--- config.mk ---
export PLATFORM = sky130hd
export DESIGN_NAME = mem_access_controller
export DESIGN_NICKNAME = d
export VERILOG_FILES = /design/src/rtl/mem_access_controller_pkg.sv /design/src/rtl/mem_access_controller_load_extender.sv /design/src/rtl/mem_access_controller.sv
export SDC_FILE = /design/constraint.sdc
export NUM_CORES = 1
export LEC_CHECK = 0
export CAP_MARGIN = 20
export CORE_UTILIZATION = 30
export DETAILED_ROUTE_END_ITERATION = 6
export GPL_TIMING_DRIVEN = 0
export PLACE_DENSITY = 0.57
export SLEW_MARGIN = 20
export SYNTH_ARGS = -nofsm -noshare
export SYNTH_HDL_FRONTEND = slang
export SYNTH_SLANG_ARGS = --single-unit
--- constraint.sdc ---
create_clock -name Clk -period 2.4 [get_ports Clk]
set_clock_uncertainty 0.15 [all_clocks]
set_input_delay 0.36 -clock Clk [delete_from_list [all_inputs] [get_ports Clk]]
set_output_delay 0.36 -clock Clk [all_outputs]
set_load 0.01 [all_outputs]
--- src/rtl/mem_access_controller_pkg.sv ---
// Shared definitions for the memory access controller and the memory unit.
//   - size codes carried on wordSelector
//   - read/write encoding carried on ReadWrite
//   - controller FSM state encoding
//   - small helpers for size normalisation, alignment and store lane masking
package mem_access_controller_pkg;

    localparam logic [1:0] SZ_BYTE = 2'b00;
    localparam logic [1:0] SZ_HALF = 2'b01;
    localparam logic [1:0] SZ_WORD = 2'b10;

    localparam logic RW_READ  = 1'b1;
    localparam logic RW_WRITE = 1'b0;

    typedef enum logic [2:0] {
        ST_IDLE    = 3'd0,
        ST_SETUP   = 3'd1,
        ST_ACCESS  = 3'd2,
        ST_CAPTURE = 3'd3,
        ST_DONE    = 3'd4
    } state_t;

    // The reserved size code 11 behaves as a byte access.
    function automatic logic [1:0] norm_size(input logic [1:0] size);
        return (size == 2'b11) ? SZ_BYTE : size;
    endfunction

    // Halfwords must sit on even addresses, words on multiples of four.
    function automatic logic is_misaligned(input logic [1:0] size, input logic [1:0] addr_lo);
        logic bad;
        bad = 1'b0;
        if (size == SZ_HALF)
            bad = addr_lo[0];
        else if (size == SZ_WORD)
            bad = (addr_lo != 2'b00);
        return bad;
    endfunction

    // Store data is right-justified; bits above the access width go out as 0.
    function automatic logic [31:0] store_lanes(input logic [1:0] size, input logic [31:0] data);
        logic [31:0] lanes;
        case (size)
            SZ_HALF: lanes = {16'h0000, data[15:0]};
            SZ_WORD: lanes = data;
            default: lanes = {24'h000000, data[7:0]};
        endcase
        return lanes;
    endfunction

endpackage

--- src/rtl/mem_access_controller_load_extender.sv ---
// load_extender: combinational zero/sign extension of right-justified
// memory read data.
//   mem_data  in  32  memory DataOut, right-justified
//   size      in  2   size code (11 treated as byte)
//   sign      in  1   1 = sign-extend byte/half results
//   ext_data  out 32  extended load result
module load_extender
    import mem_access_controller_pkg::*;
(
    input  logic [31:0] mem_data,
    input  logic [1:0]  size,
    input  logic        sign,
    output logic [31:0] ext_data
);

    always_comb begin
        ext_data = {{24{sign & mem_data[7]}}, mem_data[7:0]};
        case (size)
            SZ_HALF: ext_data = {{16{sign & mem_data[15]}}, mem_data[15:0]};
            SZ_WORD: ext_data = mem_data;
            default: ext_data = {{24{sign & mem_data[7]}}, mem_data[7:0]};
        endcase
    end

endmodule

--- src/rtl/mem_access_controller.sv ---
// mem_access_controller: CPU-side initiator for the big-endian memory unit.
// Accepts one load/store at a time, drives the Enable/ReadWrite/wordSelector
// handshake, waits for MFC (with a cycle timeout) or a fixed delay, and
// returns extended load data.
// Ports:
//   Clk, Reset_n                  clock, async active-low reset
//   Start, Rw, Size, Signed       request (sampled only when idle)
//   AddrIn, StoreData             request address / right-justified store data
//   Busy, Done                    status; Done is a one-cycle pulse
//   LoadData, Error, AlignErr     results, valid with Done
//   Enable, ReadWrite, Address,
//   DataIn, wordSelector          memory-side request
//   MemData, MFC                  memory-side response
module mem_access_controller
    import mem_access_controller_pkg::*;
#(
    parameter int TIMEOUT     = 16,
    parameter int USE_MFC     = 1,
    parameter int FIXED_WAIT  = 2,
    parameter int CHECK_ALIGN = 1
) (
    input  logic        Clk,
    input  logic        Reset_n,
    input  logic        Start,
    input  logic        Rw,
    input  logic [1:0]  Size,
    input  logic        Signed,
    input  logic [31:0] AddrIn,
    input  logic [31:0] StoreData,
    output logic        Busy,
    output logic        Done,
    output logic [31:0] LoadData,
    output logic        Error,
    output logic        AlignErr,
    output logic        Enable,
    output logic        ReadWrite,
    output logic [31:0] Address,
    output logic [31:0] DataIn,
    output logic [1:0]  wordSelector,
    input  logic [31:0] MemData,
    input  logic        MFC
);

    localparam int CNT_MAX = (TIMEOUT > FIXED_WAIT) ? TIMEOUT : FIXED_WAIT;
    localparam int CNT_W   = $clog2(CNT_MAX + 1);

    state_t             state_reg, state_next;
    logic [CNT_W-1:0]   cnt_reg, cnt_next;
    logic [CNT_W-1:0]   cnt_inc;
    logic               timeout_hit;

    logic               rw_reg;
    logic [1:0]         size_reg;
    logic               sign_reg;
    logic [31:0]        load_reg;
    logic               error_reg;
    logic               align_reg;
    logic               mem_rw_reg;
    logic [31:0]        mem_addr_reg;
    logic [31:0]        mem_din_reg;
    logic [1:0]         mem_ws_reg;

    logic [1:0]         req_size;
    logic               req_bad;
    logic [31:0]        ext_data;

    assign req_size = norm_size(Size);
    assign req_bad  = (CHECK_ALIGN != 0) && is_misaligned(req_size, AddrIn[1:0]);
    assign cnt_inc  = cnt_reg + CNT_W'(1);

    load_extender u_load_extender (
        .mem_data (MemData),
        .size     (size_reg),
        .sign     (sign_reg),
        .ext_data (ext_data)
    );

    // Next-state logic. The counter value after this ACCESS cycle (cnt_inc)
    // is what gets compared, so ACCESS lasts exactly TIMEOUT / FIXED_WAIT
    // cycles when it runs to the limit.
    always_comb begin
        state_next  = state_reg;
        cnt_next    = cnt_reg;
        timeout_hit = 1'b0;
        case (state_reg)
            ST_IDLE: begin
                if (Start)
                    state_next = req_bad ? ST_DONE : ST_SETUP;
            end
            ST_SETUP: begin
                cnt_next   = '0;
                state_next = ST_ACCESS;
            end
            ST_ACCESS: begin
                cnt_next = cnt_inc;
                if (USE_MFC != 0) begin
                    if (MFC) begin
                        state_next = ST_CAPTURE;
                    end else if (cnt_inc >= CNT_W'(TIMEOUT)) begin
                        timeout_hit = 1'b1;
                        state_next  = ST_CAPTURE;
                    end
                end else if (cnt_inc >= CNT_W'(FIXED_WAIT)) begin
                    state_next = ST_CAPTURE;
                end
            end
            ST_CAPTURE: state_next = ST_DONE;
            ST_DONE:    state_next = ST_IDLE;
            default:    state_next = ST_IDLE;
        endcase
    end

    always_ff @(posedge Clk or negedge Reset_n) begin
        if (!Reset_n) begin
            state_reg <= ST_IDLE;
            cnt_reg   <= '0;
        end else begin
            state_reg <= state_next;
            cnt_reg   <= cnt_next;
        end
    end

    // Request latch, memory-side registers and result registers.
    always_ff @(posedge Clk or negedge Reset_n) begin
        if (!Reset_n) begin
            rw_reg       <= 1'b0;
            size_reg     <= SZ_BYTE;
            sign_reg     <= 1'b0;
            load_reg     <= '0;
            error_reg    <= 1'b0;
            align_reg    <= 1'b0;
            mem_rw_reg   <= 1'b0;
            mem_addr_reg <= '0;
            mem_din_reg  <= '0;
            mem_ws_reg   <= 2'b00;
        end else begin
            case (state_reg)
                ST_IDLE: begin
                    if (Start) begin
                        rw_reg    <= Rw;
                        size_reg  <= req_size;
                        sign_reg  <= Signed;
                        error_reg <= 1'b0;
                        align_reg <= req_bad;
                        // A rejected request never reaches memory, so the
                        // memory side keeps showing the previous access.
                        if (!req_bad) begin
                            mem_rw_reg   <= Rw;
                            mem_addr_reg <= AddrIn;
                            mem_din_reg  <= store_lanes(req_size, StoreData);
                            mem_ws_reg   <= req_size;
                        end
                    end
                end
                ST_ACCESS: begin
                    if (timeout_hit)
                        error_reg <= 1'b1;
                end
                ST_CAPTURE: begin
                    if ((rw_reg == RW_READ) && !error_reg)
                        load_reg <= ext_data;
                end
                default: ;
            endcase
        end
    end

    assign Busy         = (state_reg != ST_IDLE);
    assign Done         = (state_reg == ST_DONE);
    assign Enable       = (state_reg == ST_ACCESS);
    assign LoadData     = load_reg;
    assign Error        = error_reg;
    assign AlignErr     = align_reg;
    assign ReadWrite    = mem_rw_reg;
    assign Address      = mem_addr_reg;
    assign DataIn       = mem_din_reg;
    assign wordSelector = mem_ws_reg;

endmodule

Word level (Yosys, flattened, before mapping)
Cells that the tools add are included.
{"block": "word_totals", "reg_bits": 113, "output_inout_bits": 104}
{"block": "classes", "add_sub_neg": 1, "n_lt_le_gt_ge": 1, "n_eq_ne": 12, "n_mux": 17, "n_bitwise": 3, "n_reduce_logical": 12}
{"op": "32-bit one-hot mux with 2 select lines", "count": 2}
{"op": "3-bit two-way mux", "count": 4}
{"op": "3-bit one-hot mux with 4 select lines", "count": 1}
{"op": "5-bit one-hot mux with 2 select lines", "count": 1}
{"op": "1-bit two-way mux", "count": 7}
{"op": "2-bit equality test (second input constant)", "count": 3}
{"op": "3-bit by 2-bit equality test with 1-bit output (second input constant)", "count": 2}
{"op": "2-bit AND reduction", "count": 3}
{"op": "3-bit AND reduction", "count": 2}
{"op": "2-bit nonzero test", "count": 3}
{"op": "5-bit by 1-bit adder with 5-bit output (second input constant)", "count": 1}
{"op": "5-bit greater-or-equal comparator (second input constant)", "count": 1}
{"op": "2-bit by 1-bit equality test with 1-bit output (second input constant)", "count": 2}
{"op": "3-bit by 1-bit equality test with 1-bit output (second input constant)", "count": 1}
{"op": "3-bit equality test (second input constant)", "count": 1}
{"op": "3-bit zero test", "count": 1}
{"op": "3-bit by 1-bit inequality test with 1-bit output (second input constant)", "count": 1}
{"op": "3-bit nonzero test", "count": 1}
{"op": "1-bit AND", "count": 2}
{"op": "2-bit two-way mux", "count": 1}
{"op": "2-bit by 1-bit inequality test with 1-bit output (second input constant)", "count": 1}
{"op": "2-bit inequality test (second input constant)", "count": 1}
{"op": "1-bit one-hot mux with 2 select lines", "count": 1}
{"op": "1-bit logical AND", "count": 1}
{"op": "2 further kinds", "count": 2}

Logic depth before layout (Yosys ltp)
{"block": "depth", "ltp_word": 8, "ltp_mapped": 9, "ltp_nobuf": 6}

Cells and area by module
From an unflattened synthesis, not the netlist that was laid out.
{"block": "hier_totals", "hier_cells": 407, "hier_area_um2": 5141.2}
{"mod": "mem_access_controller", "n_inst": 1, "cells_each": 337, "area_each_um2": 4643.2, "seq_area_each_um2": 2827.7}
{"mod": "load_extender", "n_inst": 1, "cells_each": 70, "area_each_um2": 498.0, "seq_area_each_um2": 0.0}

Worst setup path after synthesis
Ideal clock, no wire load.
{"block": "synth_path", "path_type": "input port to flip-flop", "start": "input port Size[1]", "end": "register mem_addr_reg[3], in the netlist Address[3]", "arrival_time_ns": 1.690, "t_required_ns": 2.122, "path_slack_ns": 0.433, "stages": 8, "n_path_buf": 2, "path_cell_list": "inv_1 ha_1 nor2b_1 o22a_2 nor2_1 buf_4 buf_6 mux2_1"}
{"block": "synth_between", "elab_chain_len": 7}
{"element": "start: declaration", "line_no": "mem_access_controller.sv:26", "source": "input logic [1:0] Size,"}
{"element": "2-bit equality test", "line_no": "mem_access_controller_pkg.sv:25", "source": "return (size == 2'b11) ? SZ_BYTE : size;"}
{"element": "2-bit two-way mux (*)", "line_no": "mem_access_controller_pkg.sv:25"}
{"element": "2-bit equality test", "line_no": "mem_access_controller_pkg.sv:34", "source": "else if (size == SZ_WORD)"}
{"element": "1-bit two-way mux", "line_no": "mem_access_controller_pkg.sv:34"}
{"element": "1-bit two-way mux (*)", "line_no": "mem_access_controller_pkg.sv:32", "source": "if (size == SZ_HALF)"}
{"element": "1-bit NOT (no source line) (*)"}
{"element": "3-bit AND reduction (no source line) (*)"}
{"element": "end signal: assignment", "line_no": "mem_access_controller.sv:149", "source": "mem_addr_reg <= AddrIn;"}
{"element": "end: declaration", "line_no": "mem_access_controller.sv:59", "source": "logic [31:0] mem_addr_reg;"}
Every way passes the cells marked *; elsewhere a longest branch is shown, timed or not.
A chain may end at the register's enable or synchronous reset.

Worst setup path after layout
{"block": "layout_path", "start": "input port Size[0]", "end": "register mem_addr_reg[4], in the netlist Address[4]"}
The elaborated chain is that of the path after synthesis.

==> run_results.csv <==
group,metric,value,unit
critical_path,crit_fanout,10,
yosys,syn-cell-area,4740,sq um
yosys,yosys_warnings,0,
final_layout,syn2layout_area_growth,63.6,%
critical_path,reg2reg_setup_slack,0.25,ns
yosys,yosys.area.top_type,"dfrtp_1",
global_route,grt_pass1_vias,3911,
critical_path,start_kind,"primary input",
timing,hold_violations,0,
critical_path,path_cells,"clkdlybuf4s50_1 > inv_1 > ha_1 > o22a_2 > nor2_2 > buf_6 > buf_6 > mux2_1",
clock_network,clk_pin_slew,0.06,ns
yosys,synthCells,394,
routing,first_pass_iters,4,
timing,tightest_slew,0.561,ns
critical_path,reg2reg_to,"LoadData[29]",
timing,setup_violations,0,
worst_hold_path,min-delay-path-class,"primary input to asynchronous set/reset pin",
final_layout,num_antenna_cells,0,
timing,slew_violations,0,
final_layout,layout_common_cells,"clkdlybuf4s50_1, dfrtp_1, nand2_1",
clock_network,clock_latency,0.40,ns
critical_path,critPathMaxStageDelay,0.51,ns
critical_path,end_kind,"flip-flop",
global_route,gr-total-overflow,0,
global_route,grt_max_degree,73,
clock_network,cts_tree,"yes",
floorplanning,die_x,128,um
yosys,synthTopCellsByArea,"dfrtp_1, mux2_2, mux2_1",
final_layout,drive_gt1_share,14.1,%
routing,wl_per_cell,14.8,um
critical_path,cpMaxStageDelayCell,"clkdlybuf4s50_1",
final_layout,finalCoreUtilization,50.6,%
yosys,ys_ff_latch,113,
placement,numPortBuffers,207,
critical_path,arrival,2.42,ns
critical_path,r2r_cells,9,
floorplanning,core,15300,sq um
power_and_ir_drop,powerDensity,1300,nW/um^2
floorplanning,die_area,16300,sq um
floorplanning,ios,208,
clock_network,cts_sinks,113,
timing,whs,0.293,ns
timing,slew_headroom,62.5,%
clock_network,cts-htree-levels,4,
routing,ant_nets,0,
job,max_cap_viol_count,0,
timing,period_share,94.9,%
timing,rsz0062_at_grt,"no",
final_layout,layout_commonest_cell,"clkdlybuf4s50_1",
power_and_ir_drop,power,0.0101,W
routing,drc,0,
clock_network,cts_inserted_buffers,17,
placement,place_congestion,0.728,
global_route,track_usage,16.1,%
global_route,grt_pass1_wl,20.0,mm
timing,fmax,439,MHz
routing,routed_wl,12.5,mm
clock_network,clk_path_buf_depth,2,
placement,hpwlAfterDp,9.22,mm
clock_network,cts_root_buf,"clkbuf_16",
floorplanning,rows,45,
critical_path,criticalPathCategory,"primary input to flip-flop",
critical_path,regToRegStartpoint,"size_reg[0]",
floorplanning,initial_utilization,31.0,%
yosys,ys_seq_area_share,59.6,%
power_and_ir_drop,ir_drop,0.000512,V
yosys,synthesis.nets,505,
critical_path,critical_path.startpoint,"Size[0]",
global_route,antenna_found_initial,0,
critical_path,worstPathRequired,2.54,ns
final_layout,final_net_count,732,
power_and_ir_drop,power_leakage,3.23,nW
routing,avgViaCountPerCell,4.44,
run_status,run_status,"completed",
timing,period_needed,2.28,ns
critical_path,cp_common_cell,"buf_6",
yosys,synth.distinct_cells,31,
routing,vias,3751,
floorplanning,die_y,128,um
yosys,syn_avg_cell_area,12.0,sq um
yosys,yosysTopAreaCellShare,59.6,%
critical_path,critPathCapture,"Address[4]",
routing,drtIter0Drc,129,
-- cell families after synthesis --
group / synth area share, %
DFF: 59.6
adders and majority gates: 1.85
AOI/OAI and AO/OA: 9.71
xor gates and xnor gates: 0.554
and+or+nand+nor: 7.15
buffers and inverters: 4.64
muxes: 16.4
-- final cells by class --
type	count	area [sq um]
Sequential cell	113	2830
Fill cell	1408	7560
Inverter	23	86.3
Clock buffer	20	467
Tap cell	211	264
Timing Repair Buffer	210	2120
Buffer	21	131
Multi-Input combinational cell	235	1700
Clock inverter	11	160
-- synthesized netlist by cell type --
cell / instances
buf_2: 8
nand2b_1: 2
mux2_1: 23
and3_1: 1
nor3_2: 1
nand3_1: 5
o31ai_1: 1
a311o_1: 1
o22a_2: 1
a21oi_1: 33
mux2i_1: 16
buf_4: 2
nor2b_1: 2
buf_6: 4
o22ai_1: 1
mux2_2: 32
nor4b_2: 1
nand2_2: 1
clkbuf_1: 9
a21o_1: 1
a22o_1: 1
and2_1: 1
dfrtp_1: 113
or3b_2: 1
nor2_1: 17
xor2_1: 3
ha_1: 7
o22a_1: 16
inv_1: 23
nand2_1: 46
o21ai_0: 21
-- worst max-delay path, delay by kind of cell --
kind | cells | cell delay, ns
buffers and inverters | 4 | 0.94
AOI/OAI and AO/OA | 1 | 0.33
muxes | 1 | 0.33
adders and majority gates | 1 | 0.23
and+or+nand+nor | 1 | 0.21
-- worst min path at each step --
stage | end | slack, ns | depth (start not counted)
6_report | Address[18] | 0.29 | 2
5_1_grt | Address[19] | 0.32 | 2
4_1_cts | Address[12] | 0.28 | 2
3_5_place_dp | Address[12] | 0.16 | 1
3_3_place_gp | Address[26] | 0.32 | 1
2_1_floorplan | Address[0] | -0.09 | 0
-- per-stage QoR --
stage | setup WS [ns] | cell area, sq um | setup TNS (ns) | std cells
global route | 0.00283 | 7750 | 0 | 844
detailed placement | -0.454 | 7110 | -23.19 | 813
global placement | -3.65 | 7080 | -432.04 | 812
CTS | 0.0430 | 7750 | 0 | 845
floorplan | 0.433 | 4740 | 0 | 394
finish | 0.123 | 7750 | 0 | 844
-- report_power, final --
part	switching, W	internal (W)	total (W)
logic	0.00173	0.00241	0.00415
clock network	0.000858	0.00180	0.00266
registers	0.000466	0.00278	0.00325
total	0.00306	0.00700	0.0101
-- routing by layer --
| metal | vias up | global-route usage [%] | wire length, um |
|---|---|---|---|
| li1 | 1797 | - | - |
| met1 | 1809 | 19.4 | 5330 |
| met2 | 127 | 26.5 | 5990 |
| met3 | 18 | 5.43 | 986 |
| met4 | 0 | 6.23 | 210 |
| met5 | - | 0 | 0 |
-- what timing repair did --
item,4_1_cts,5_1_grt
gates cloned,0,0
resized for setup,5,3
endpoints found under the setup margin,24,26
hold endpoints to repair,41,0
hold buffers,1,0
setup buffers,1,0
No activity file was read; power rests on OpenSTA's default activity.
